File: src/rtl/cmd_regfile.sv
// Command-driven register file: one read/write per cmd handshake, buffered response on rsp channel.
// Optional write lock on mem[0] bit 0 enabled by defining CMD_REGFILE_WLOCK_EN.
//
// state | meaning
// IDLE  | ready for a command
// RESP  | response held until rsp_ready
module cmd_regfile #(
  parameter int DATA_W = 8,
  parameter int ADDR_W = 8,
  parameter int DEPTH  = 64
) (
  input  logic              clk,
  input  logic              reset,
  input  logic              cmd_valid,
  output logic              cmd_ready,
  input  logic              cmd_write,
  input  logic [ADDR_W-1:0] cmd_addr,
  input  logic [DATA_W-1:0] cmd_wdata,
  output logic              rsp_valid,
  input  logic              rsp_ready,
  output logic [DATA_W-1:0] rsp_data,
  output logic              rsp_err,
  output logic              tx_start,
  output logic [7:0]        err_cnt
);

  localparam int IDX_W = (DEPTH > 1) ? $clog2(DEPTH) : 1;
  localparam logic [ADDR_W:0] DEPTH_V = DEPTH[ADDR_W:0];

  typedef enum logic {IDLE, RESP} state_t;

  state_t             state, state_d;
  logic [DATA_W-1:0]  mem [DEPTH];
  logic [DATA_W-1:0]  rsp_data_q;
  logic               rsp_err_q;
  logic               tx_start_q;
  logic [7:0]         err_cnt_q;

  logic               accept;
  logic               addr_err;
  logic               lock;
  logic               reject;
  logic [IDX_W-1:0]   idx;

  assign cmd_ready = (state == IDLE) && reset;
  assign rsp_valid = (state == RESP);
  assign rsp_data  = rsp_data_q;
  assign rsp_err   = rsp_err_q;
  assign tx_start  = tx_start_q;
  assign err_cnt   = err_cnt_q;

  assign accept   = cmd_valid && cmd_ready;
  assign addr_err = {1'b0, cmd_addr} >= DEPTH_V;
  assign idx      = cmd_addr[IDX_W-1:0];

`ifdef CMD_REGFILE_WLOCK_EN
  // Address 0 stays writable so the lock can always be released.
  assign lock = mem[0][0] && (cmd_addr != '0);
`else
  assign lock = 1'b0;
`endif

  assign reject = addr_err || (cmd_write && lock);

  always_ff @(posedge clk) begin
    if (!reset) begin
      state <= IDLE;
    end else begin
      state <= state_d;
    end
  end

  always_comb begin
    state_d = state;
    case (state)
      IDLE: if (accept) state_d = RESP;
      RESP: if (rsp_ready) state_d = IDLE;
      default: state_d = IDLE;
    endcase
  end

  always_ff @(posedge clk) begin
    if (!reset) begin
      for (int i = 0; i < DEPTH; i++) mem[i] <= '0;
    end else if (accept && cmd_write && !reject) begin
      mem[idx] <= cmd_wdata;
    end
  end

  always_ff @(posedge clk) begin
    if (!reset) begin
      rsp_data_q <= '0;
      rsp_err_q  <= 1'b0;
      tx_start_q <= 1'b0;
      err_cnt_q  <= '0;
    end else begin
      tx_start_q <= 1'b0;
      if (accept) begin
        // Read data is sampled before any same-edge write could land, which cannot happen anyway.
        rsp_data_q <= (!cmd_write && !reject) ? mem[idx] : '0;
        rsp_err_q  <= reject;
        tx_start_q <= !cmd_write;
        if (reject && (err_cnt_q != 8'hFF)) err_cnt_q <= err_cnt_q + 8'd1;
      end
    end
  end

endmodule

File: config.mk
export PLATFORM = sky130hd
export DESIGN_NAME = cmd_regfile
export DESIGN_NICKNAME = d
export VERILOG_FILES = /design/src/rtl/cmd_regfile.sv
export SDC_FILE = /design/constraint.sdc
export NUM_CORES = 1
export LEC_CHECK = 0
export CELL_PAD_IN_SITES_DETAIL_PLACEMENT = 1
export CELL_PAD_IN_SITES_GLOBAL_PLACEMENT = 2
export CORE_ASPECT_RATIO = 0.8
export CORE_MARGIN = 2
export CORE_UTILIZATION = 45
export DETAILED_ROUTE_END_ITERATION = 16
export PLACE_DENSITY_LB_ADDON = 0.1
export SYNTH_ARGS = -nofsm -noshare
export SYNTH_HDL_FRONTEND = slang
export SYNTH_SLANG_ARGS = --single-unit
export TNS_END_PERCENT = 50
File: constraint.sdc
create_clock -name clk -period 2.73 [get_ports clk]
set_input_delay 0.546 -clock clk [delete_from_list [all_inputs] [get_ports clk]]
set_output_delay 0.546 -clock clk [all_outputs]
set_load 0.05 [all_outputs]
==> reports/metrics.yaml <==
overflow: 0
path_clk_slew_ns: 0.06
grt_pass1_vias: 17113
worstPathArrival_ns: 3.17
yosysTopAreaCellShare_pct: 62.5
syn_avg_cell_area_sq_um: 13.2
hold_class: "reg2reg"
critPathRequiredTime_ns: 3.21
initial_core_util_pct: 45.6
cts_made_buffers: 54
cts_tree: "done"
relSlewSlack_pct: 33.5
synth_common_cells: "and2_1 (519), edfxtp_1 (512), mux2i_1 (123)"
yosysUniqueCellTypes: 54
seq_area_frac_synth_pct: 64.0
maxCapViolations: 0
power_mw: 17.9
io_buffers: 40
finalHoldWorstSlack_ns: 0.504
ant_nets: 0
synthesis.nets: 1887
max_freq_mhz: 372
post-route-period-util_pct: 98.4
ioPinCount: 41
postCtsResizedCells: 0
pwr_density_cell_nw_per_um2: 613
yosysWarningCount: 0
cts_max_level: 2
report.final.hold_viol_count: 0
grt_start_max_net_pins: 76
cts_setup_buffers: 0
antenna_found_initial: 2
worstRegToRegCells: 7
dr.pass1.iters: 6
synth_edf_count: 512
cp-end-kind: "register"
leakagePower_nw: 11.3
drt-initial-drc-count: 1564
clock_path_buffers: 3
wl_per_cell_um: 27.6
place_congestion: 0.904
hpwlAfterDp_mm: 51.2
die_w_um: 265
synthArstFlopShare_pct: 0
row_count: 76
drc_errors: 0
dieHeight_um: 213
vias: 16521
grtUsageTotal_pct: 28.0
status: "finished clean"
die_area_sq_um: 56600
yosysMostFrequentCell: "and2_1"
ys_ff_latch: 531
setup_violations: 0
tightestPinTransition_ns: 0.997
final_nets: 2091
criticalPathCategory: "in2reg"
synthCells: 1865
ys.flop_type: "edfxtp_1"
clock-sinks: 531
grt_pass1_wl_mm: 115
fillers: 5342
critPathMaxFanout: 8
drt-total-wl_mm: 77.8
core-area_sq_um: 53900
skew_ns: 0.0173
slew_viol_final: 0
ys_top_cells_by_area: "edfxtp_1 (63%), and2_1 (13%), mux2i_1 (5.0%)"
netlist.top_cell.by_area: "edfxtp_1"
insertion_delay_ns: 0.62
min_delay_path_depth: 1
root_buffer: "clkbuf_16"
rsz0062_at_grt: "false"
cts_hold_buffers: 0
area_growth_pct: 18.8
ir_worst_vdd_v: 0.000439
crit_path_start_kind: "input port"
drive_above_1_share_pct: 18.5
avgViaCountPerCell: 5.87
syn_area_sq_um: 24600
fin_crit_ns: 2.69
-- critical path, stage by stage --
cell	delay (ns)
clkdlybuf4s50_1	0.51
buf_4	0.18
or2_1	0.29
buf_4	0.26
buf_12	0.14
o22ai_1	0.12
a21oi_1	0.33
o22ai_1	0.28
nor4_1	0.37
o21ai_1	0.13
-- path summary, 6_finish.rpt --
kind	startpoint	endpoint	slack (ns)
max	cmd_addr[0]	rsp_data[2]	0.04
min	rsp_err	rsp_err	0.50
max reg2reg	rsp_valid	mem[50][0]	0.39
min reg2reg	rsp_err	rsp_err	0.50
-- cell usage in the layout (no fill, tap or decap), drive strengths merged, types with 18 or more instances in the layout --
| master | n |
|---|---|
| o22ai | 47 |
| o21ai | 92 |
| a21oi | 20 |
| nand2 | 31 |
| o21a | 18 |
| nor2 | 81 |
| mux2i | 123 |
| buf | 279 |
| and2 | 519 |
| edfxtp | 512 |
| clkdlybuf4s50 | 30 |
| a221o | 34 |
| o22a | 32 |
| a221oi | 80 |
| dfxtp | 19 |
| clkbuf | 69 |
| clkinv | 22 |
-- report_power, final --
| part | switching [mW] | internal, mW | leakage, nW |
|---|---|---|---|
| Sequential | 0.0881 | 9.10 | 5.65 |
| Clock | 3.22 | 4.07 | 0.819 |
| Combinational | 0.925 | 0.512 | 4.83 |
| Total | 4.24 | 13.7 | 11.3 |
-- metal layers --
metal,vias to the layer above,GRT usage (%),part of all wire [%]
met5,-,0,0.012
met4,2,8.40,2.8
met3,124,5.87,7.7
met2,565,43.6,45
met1,8520,39.6,44
li1,7310,-,-
-- state kept, by name, summed over array words and instances (netlist names) --
signal / cells
mem: 512
err_cnt: 8
rsp_data: 8
rsp_err: 1
rsp_valid: 1
tx_start: 1
-- kinds of logic (layout without fill, tap and decap cells) --
kind of cell    after synthesis  count (layout)  share of synthesized area, %
fa+ha+maj                     1               1                        0.0509
mux                         132             132                          5.60
simple gates                676             676                          16.1
flops                       531             531                          64.0
other cells                   0               1                             0
xor+xnor                      6               6                         0.214
compound gates              355             355                          10.8
buf+inv                     164             412                          3.12
-- final cells by class --
cell class                      instances  area (sq um)  area share [%]
Clock buffer                           69          1430            4.89
Tap cell                              702           878            3.01
Multi-Input combinational cell       1170          8100            27.7
Clock inverter                         31           256           0.878
Timing Repair Buffer                  309          2800            9.56
Antenna cell                            1          2.50         0.00856
Inverter                                3          11.3          0.0385
Sequential cell                       531         15800            53.9
-- per-stage QoR --
step	cell area, sq um	worst slack, ns	cells	TNS [ns]	utilization (%)
floorplan	24600	0.219	1865	0	-
global placement	27500	-0.358	2715	-32.50	51.1
detailed placement	27500	-0.314	2715	-42.49	51.1
CTS	29200	0.146	2815	0	54.2
global route	29200	0.0570	2815	0	54.2
finish	29200	0.0425	2816	0	54.2
Note: power is estimated with default switching activity, not from simulation.
